**config.mk**
```make
export PLATFORM = sky130hd
export DESIGN_NAME = aes_encipher_core
export DESIGN_NICKNAME = d
export VERILOG_FILES = /design/src/rtl/aes_encipher_core.sv
export SDC_FILE = /design/constraint.sdc
export NUM_CORES = 2
export LEC_CHECK = 0
export ABC_AREA = 1
export CAP_MARGIN = 20
export CORE_AREA = 2 2 748 750
export CTS_CLUSTER_DIAMETER = 150
export CTS_CLUSTER_SIZE = 25
export DETAILED_ROUTE_END_ITERATION = 6
export DIE_AREA = 0 0 750 752
export DONT_BUFFER_PORTS = 1
export GPL_TIMING_DRIVEN = 0
export SETUP_SLACK_MARGIN = 0.5
export SLEW_MARGIN = 20
export SYNTH_ARGS = -nofsm -noshare
export SYNTH_HDL_FRONTEND = slang
export SYNTH_SLANG_ARGS = --single-unit
```
**constraint.sdc**
```tcl
create_clock -name clk -period 8.3 [get_ports clk]
set_clock_uncertainty 0.1 [all_clocks]
set_input_delay 1.66 -clock clk [delete_from_list [all_inputs] [get_ports clk]]
set_output_delay 1.66 -clock clk [all_outputs]
set_load 0.03 [all_outputs]
```
**src/rtl/aes_encipher_core.sv**
```systemverilog
// Iterative AES-128 encipher datapath: one round per clock using an external S-box array.
// Rounds run on the 10 edges after acceptance. The result_valid pulse follows the last round.
module aes_encipher_core #(
  parameter int NR = 10
) (
  input  logic          clk,
  input  logic          reset,
  input  logic          start,
  input  logic [127:0]  block_in,
  input  logic [127:0]  key,
  input  logic          key_ready,
  input  logic [1279:0] round_keys,
  output logic [127:0]  sboxw,
  input  logic [127:0]  new_sboxw,
  output logic          ready,
  output logic [127:0]  result,
  output logic          result_valid
);

  typedef enum logic [1:0] {IDLE, WAIT_KEY, ROUND} fsm_t;

  localparam logic [3:0] LAST = 4'(NR);

  fsm_t         fsm, fsm_next;
  logic [127:0] state;
  logic [3:0]   round;
  logic [3:0]   rk_idx;
  logic [127:0] rk, shifted, mixed, round_out;

  function automatic logic [7:0] xtime(input logic [7:0] b);
    return {b[6:0], 1'b0} ^ (b[7] ? 8'h1b : 8'h00);
  endfunction

  function automatic logic [31:0] mix_column(input logic [31:0] w);
    logic [7:0] b0, b1, b2, b3;
    b0 = w[31:24];
    b1 = w[23:16];
    b2 = w[15:8];
    b3 = w[7:0];
    return {xtime(b0) ^ xtime(b1) ^ b1 ^ b2 ^ b3,
            b0 ^ xtime(b1) ^ xtime(b2) ^ b2 ^ b3,
            b0 ^ b1 ^ xtime(b2) ^ xtime(b3) ^ b3,
            xtime(b0) ^ b0 ^ b1 ^ b2 ^ xtime(b3)};
  endfunction

  // Byte k of the block sits at [127-8k -: 8]; row = k%4, column = k/4.
  function automatic logic [127:0] shift_rows(input logic [127:0] s);
    logic [127:0] o;
    o = '0;
    for (int c = 0; c < 4; c++) begin
      for (int r = 0; r < 4; r++) begin
        o[127-8*(4*c+r) -: 8] = s[127-8*(4*((c+r)%4)+r) -: 8];
      end
    end
    return o;
  endfunction

  assign ready = (fsm == IDLE);
  assign sboxw = (fsm == ROUND) ? state : 128'd0;

  always_comb begin
    mixed   = '0;
    shifted = shift_rows(new_sboxw);
    for (int c = 0; c < 4; c++) begin
      mixed[127-32*c -: 32] = mix_column(shifted[127-32*c -: 32]);
    end
    rk_idx    = (round == 4'd0) ? 4'd0 : round - 4'd1;
    rk        = round_keys[128*rk_idx +: 128];
    round_out = ((round == LAST) ? shifted : mixed) ^ rk;
  end

  always_comb begin
    fsm_next = fsm;
    case (fsm)
      IDLE:     if (start) fsm_next = key_ready ? ROUND : WAIT_KEY;
      WAIT_KEY: if (key_ready) fsm_next = ROUND;
      ROUND:    if (round == LAST) fsm_next = IDLE;
      default:  fsm_next = IDLE;
    endcase
  end

  always_ff @(posedge clk or posedge reset) begin
    if (reset) begin
      fsm <= IDLE;
    end else begin
      fsm <= fsm_next;
    end
  end

  always_ff @(posedge clk or posedge reset) begin
    if (reset) begin
      state        <= '0;
      round        <= '0;
      result       <= '0;
      result_valid <= 1'b0;
    end else begin
      result_valid <= 1'b0;
      case (fsm)
        IDLE: begin
          if (start) begin
            state <= block_in ^ key;
            round <= 4'd1;
          end
        end
        ROUND: begin
          state <= round_out;
          if (round == LAST) begin
            result       <= round_out;
            result_valid <= 1'b1;
            round        <= 4'd0;
          end else begin
            round <= round + 4'd1;
          end
        end
        default: ;
      endcase
    end
  end

endmodule

```
# --- Word level (Yosys, flattened, before mapping) ---
# Index checks and enable logic that the tools add are counted.
classes:
  addsub: 2
  eq_ne: 6
  shifts: 1
  n_mux: 31
  bitwise: 82
  reduce_logical: 6
ops:
  columns: ["cell", "n"]
  rows:
  - ["indexed part select 1280 x 12 -> 128 bit", 1]
  - ["XOR 8 bit", 64]
  - ["two-way mux 128 bit", 3]
  - ["case mux 128 bit (2 select lines)", 1]
  - ["XOR 128 bit", 2]
  - ["XOR 8 x 5 -> 8 bit", 16]
  - ["two-way mux 5 bit", 16]
  - ["two-way mux 4 bit", 3]
  - ["two-way mux 2 bit", 4]
  - ["case mux 4 bit (2 select lines)", 1]
  - ["case mux 2 bit (3 select lines)", 1]
  - ["adder 4 x 1 -> 4 bit (second input constant)", 1]
  - ["equality test 4 bit (second input constant)", 1]
  - ["logical NOT 4 bit", 1]
  - ["inequality test 2 bit (second input constant)", 2]
  - ["AND reduction 2 bit", 2]
  - ["subtractor 4 x 1 -> 4 bit (second input constant)", 1]
  - ["AND reduction 3 bit", 1]
  - ["equality test 2 x 1 -> 1 bit (second input constant)", 1]
  - ["equality test 2 bit (second input constant)", 1]
  - ["logical NOT 2 bit", 1]
  - ["two-way mux 1 bit", 2]
  - ["inequality test 2 x 1 -> 1 bit (second input constant)", 1]
  - ["nonzero test 2 bit", 1]
word_totals:
  reg_bits: 263
  in_bits: 1668
  output_inout_bits: 258
  elab_cells: 133

# --- Longest topological paths before layout ---
depth:
  ltp_word: 9
  ltp_mapped: 20
  depth_no_buf: 15

# --- Worst setup path before layout ---
# Ideal clock, no wire load.
synth_path:
  path_kind: "register to output"
  startpoint: "register fsm[1]"
  endpoint: "output sboxw[100]"
  arrival_ns: 1.539
  required_ns: 6.540
  path_slack_ns: 5.001
  path_stages_with_launch: 7
  path_buffers: 2
  path_cell_list: "dfrtp_1 -> inv_1 -> nor2_1 -> inv_1 -> clkbuf_1 -> clkbuf_1 -> nor2_1"
synth_between:
  elab_chain_len: 2
synth_lines:
  columns: ["item", "line_no", "source"]
  rows:
  - ["from (decl)", "24", "fsm_t fsm, fsm_next;"]
  - ["from (signal assigned)", "86", "fsm <= fsm_next;"]
  - ["equality test 2 bit", "59", "assign sboxw = (fsm == ROUND) ? state : 128'd0;"]
  - ["two-way mux 128 bit", "59", null]
  - ["to (decl)", "13", "output logic [127:0] sboxw,"]
# No other way between the ends.

# --- Worst setup path after layout ---
layout_path:
  startpoint: "register round[0]"
  endpoint: "register state[42]"
layout_between:
  elab_chain_len: 5
  word_cells_on_any_way: 8
  cone_classes: "add/sub: 1; eq/ne: 1; shift: 1; mux: 3; bitwise: 1; reduce/logical: 1"
layout_lines:
  columns: ["item", "line_no", "source"]
  rows:
  - ["from (decl)", "26", "logic [3:0] round;"]
  - ["from (signal assigned)", "112", "round <= round + 4'd1;"]
  - ["subtractor 4 x 1 -> 4 bit or logical NOT 4 bit (tied branches)", "67", "rk_idx = (round == 4'd0) ? 4'd0 : round - 4'd1;"]
  - ["two-way mux 4 bit", "67", null]
  - ["indexed part select 1280 x 12 -> 128 bit", "68", "rk = round_keys[128*rk_idx +: 128];"]
  - ["XOR 128 bit (*)", "69", "round_out = ((round == LAST) ? shifted : mixed) ^ rk;"]
  - ["case mux 128 bit (2 select lines) (*)", "98", "case (fsm)"]
  - ["to (signal assigned)", "101", "state <= block_in ^ key;"]
  - ["to (signal assigned)", "106", "state <= round_out;"]
  - ["to (decl)", "25", "logic [127:0] state;"]
# Every way passes the cells marked *; elsewhere a longest branch is shown, timed or not.
# A chain may end at the register's enable or synchronous reset.

==> run summary <==
The run finished, with violations left. The checks that failed: design-rule violations, max-capacitance violations. The part of the Yosys area used for sequential elements came out at 17.5%. The largest net degree at the start of global routing is 31.

The leakage power total is 0.0236 uW. In this run the cell area measured after placement is 48,800 sq um. Power comes to 31,700 uW. The global routing usage on met3 came out at 10.4%. In this run the worst hold path is classified as flop to flop.

The transition time at the pin with the least slew margin is 1.48 ns. The number of synthesized register bits is 263. The worst setup path is launched from a flop. The number of endpoints with negative hold slack in the final report is 0. For met1 alone, demand over resource in global routing was 23.2%. met2 is the most crowded layer. Of the cells placed in the final design, the portion with a size suffix greater than 1 is 6.42%. The share of the cycle needed by the critical path after routing came out at 95.5%. Setup repair after global routing left no endpoint under its margin. Walking the worst path, the cells encountered are buf_2, clkinv_2, clkbuf_2, clkbuf_1, ha_1, nand2_4, buf_2, buf_2, nand3_1, nand3_1, nand3_1, nand3_1, nand2_1, nand2_1, nand3_1, nand2_1, nand2_1. The upper clock frequency limit is 126 MHz. The wire-length estimate of the detail-placed layout is 571 mm. After synthesis, the netlist uses 32 different library cells. The first-iteration detailed-routing DRC count is 7,458. The critical path arrival came out at 8.42 ns. The required arrival time at the worst endpoint is 8.80 ns. The clock drives 263 sinks. The die footprint came out at 564,000 sq um. Subtracting the final worst setup slack from the clock period gives 7.93 ns. The residual DRC count came out at 7. The wire length per cell is 40.9 um. The die height is 752 um. The placer's final routability congestion estimate came out at 0.997. The clock edge transition at the registers on the reported setup and hold paths is 0.10 ns. TritonCTS built the clock tree.

The peak supply drop is 0.290 mV. The final layout contains 9,150 nets. The logic depth of the worst register-to-register path came out at 17. The clock latency at the later pin of the worst-skew pair is 0.79 ns. Counting every instance in the synthesized netlist gives 7,389. Counting stages on the worst path, the most repeated cell is sky130_fd_sc_hd__nand3_1. The initial standard-cell utilization of the core came out at 6.77%. The site row count is 274. The tightest slew margin relative to the limit is 0.978%. The ratio of routed vias to standard cells came out at 3.66. The antenna violation net count after detailed routing came out at 0. The source of the worst hold timing path is state[97].

The signed area change from the synthesized netlist to the final layout is 34.2%. The level count of the clock H-tree came out at 1. The area of the core is 556,000 sq um.

The setup slack of the worst register-to-register path came out at 0.37 ns. The number of placed instances, taps included is 14,904. The floorplan step set the die width to 750 um. During synthesis, Yosys emitted a total of 0 warnings. The utilization of the core after routing is 9.09%. The max-slew violation count is 0. Averaged over all synthesized cells, the footprint is 5.09 sq um. The library cell used most frequently in the layout, excluding fill and tap cells, is sky130_fd_sc_hd__nand2_1. The largest stage delay on the critical path is 0.88 ns. The total nets after synthesis came out at 9,060. Setup violations remaining at the end of the flow were counted as 0.

The detailed-route via count is 55,801. For hold timing, the worst endpoint is state[97]. The final hold slack is 0.387 ns. The via count of the first global-routing pass came out at 48,735.

The worst hold path cell count came out at 2. The number of buffers created by CTS is 25. The endpoint identified for the worst register-to-register timing path is state[42]. The number of maximum-capacitance constraint violations is 1. Once layout is complete, the cells apart from fillers number 15,234. The cell area after layout came out at 50,500 sq um. The largest fanout of any net on the critical path came out at 11. The cell area that synthesis handed to floorplanning was 37,600 sq um. Buffers inserted to repair hold after CTS numbered 0. Wires add up to 624 mm. The maximum count of clock buffers along a single path is 3. CTS placed an instance of sky130_fd_sc_hd__clkbuf_16 at the clock tree root. The path type of the worst setup path is flop to flop.

During I/O placement, the number of pins put on the boundary was 1,926. The global routing usage on met2 came out at 33.1%. The startpoint identified for the worst register-to-register timing path is round[0].

In the global route stage, overall resource usage came out at 21.0%. The cell area power density came out at 628 nW/um^2. The slowest stage of the critical path belongs to the cell sky130_fd_sc_hd__nand3_1. In the layout the commonest cells are sky130_fd_sc_hd__nand2_1, sky130_fd_sc_hd__nand3_1, sky130_fd_sc_hd__inv_1. The total global routing overflow came out at 0. The first-pass GRT wire length came out at 721 mm. The first-pass iteration count of the detailed router came out at 6. STA classifies the critical path endpoint as a flop. The number of antenna violations at the first check in global routing came out at 396. The count of input and output buffers is 0.
==> per-stage QoR <==
step                setup WS, ns  TNS (ns)
finish                     0.375         0
global route               0.588         0
CTS                        0.588         0
detailed placement         0.682         0
global placement           -2.25    -59.64
floorplan                   3.07         0
==> layer usage <==
layer / up-vias / routed length [um]
met4: 213 / 40400
met5: - / 1570
met2: 4061 / 275000
li1: 23626 / -
met1: 26971 / 229000
met3: 930 / 78100
==> what timing repair did <==
item | in CTS | in global routing
setup buffers | 0 | 0
resized for setup | 0 | 1
setup endpoints to repair | 0 | 1
==> worst max-delay path: cells and delay by family (launching register included) <==
family | cells | cell delay (ns)
flip-flops | 1 | 0.36
AND/OR/NAND/NOR | 10 | 4.02
buffers and inverters | 6 | 2.59
adder cells (fa/ha/maj) | 1 | 0.51
==> cell families (layout without fill, tap and decap cells) <==
group           count (synthesis)  after routing  share of synthesized area [%]
fa+ha+maj                       3              3                         0.0998
compound gates                408            408                           5.94
other cells                     0            284                              0
buf+inv                      1133           1242                           12.0
flops                         263            263                           17.5
simple gates                 5338           5338                           58.8
xor+xnor                      244            244                           5.68
==> flip-flops by register name (all words and copies together), names as in the netlist <==
signal        cells
result          128
state           128
round             4
fsm               2
result_valid      1
==> cell usage after synthesis <==
master / instances / area (sq um)
sky130_fd_sc_hd__a211oi_1: 1 / 7.51
sky130_fd_sc_hd__a21oi_1: 138 / 691
sky130_fd_sc_hd__a21oi_2: 1 / 8.76
sky130_fd_sc_hd__a31oi_1: 36 / 225
sky130_fd_sc_hd__buf_1: 22 / 82.6
sky130_fd_sc_hd__buf_2: 189 / 946
sky130_fd_sc_hd__buf_4: 5 / 37.5
sky130_fd_sc_hd__clkbuf_1: 262 / 983
sky130_fd_sc_hd__clkinv_1: 4 / 15.0
sky130_fd_sc_hd__clkinv_2: 1 / 5.00
sky130_fd_sc_hd__dfrtp_1: 263 / 6580
sky130_fd_sc_hd__ha_1: 3 / 37.5
sky130_fd_sc_hd__inv_1: 647 / 2430
sky130_fd_sc_hd__inv_2: 3 / 11.3
sky130_fd_sc_hd__nand2_1: 3278 / 12300
sky130_fd_sc_hd__nand2_2: 3 / 18.8
sky130_fd_sc_hd__nand2_4: 2 / 22.5
sky130_fd_sc_hd__nand3_1: 1337 / 6690
sky130_fd_sc_hd__nand3_2: 1 / 10.0
sky130_fd_sc_hd__nand3b_1: 49 / 368
sky130_fd_sc_hd__nand4_1: 10 / 62.6
sky130_fd_sc_hd__nor2_1: 593 / 2230
sky130_fd_sc_hd__nor2_2: 1 / 6.26
sky130_fd_sc_hd__nor2_4: 3 / 33.8
sky130_fd_sc_hd__o211ai_1: 56 / 420
sky130_fd_sc_hd__o21ai_0: 95 / 475
sky130_fd_sc_hd__o21ai_1: 79 / 395
sky130_fd_sc_hd__o22ai_1: 2 / 12.5
sky130_fd_sc_hd__or2_0: 53 / 332
sky130_fd_sc_hd__or2_2: 8 / 50.1
sky130_fd_sc_hd__xnor2_1: 192 / 1680
sky130_fd_sc_hd__xor2_1: 52 / 455
==> power by group <==
| part | switching [uW] | internal [uW] |
|---|---|---|
| registers | 1440 | 1920 |
| logic | 22200 | 4620 |
| clock network | 884 | 630 |
| total | 24600 | 7170 |
==> layout make-up <==
type,count,area (sq um)
Tap cell,7452,9320
Antenna cell,284,711
Clock buffer,26,629
Fill cell,66278,505000
Timing Repair Buffer,63,1420
Buffer,478,2170
Inverter,655,2460
Sequential cell,263,6580
Multi-Input combinational cell,5993,26900
Clock inverter,20,348
==> worst max path at each step <==
stage,start,endpoint,slack [ns],cells past startpoint
3_5_place_dp,round[0],state[33],0.68,18
3_3_place_gp,round[0],state[47],-2.25,16
2_1_floorplan,reset,fsm[0],3.07,1
4_1_cts,round[0],state[33],0.59,18
5_1_grt,round[0],state[30],0.59,16
6_report,round[0],state[42],0.37,17
(Power assumes the default switching activity.)
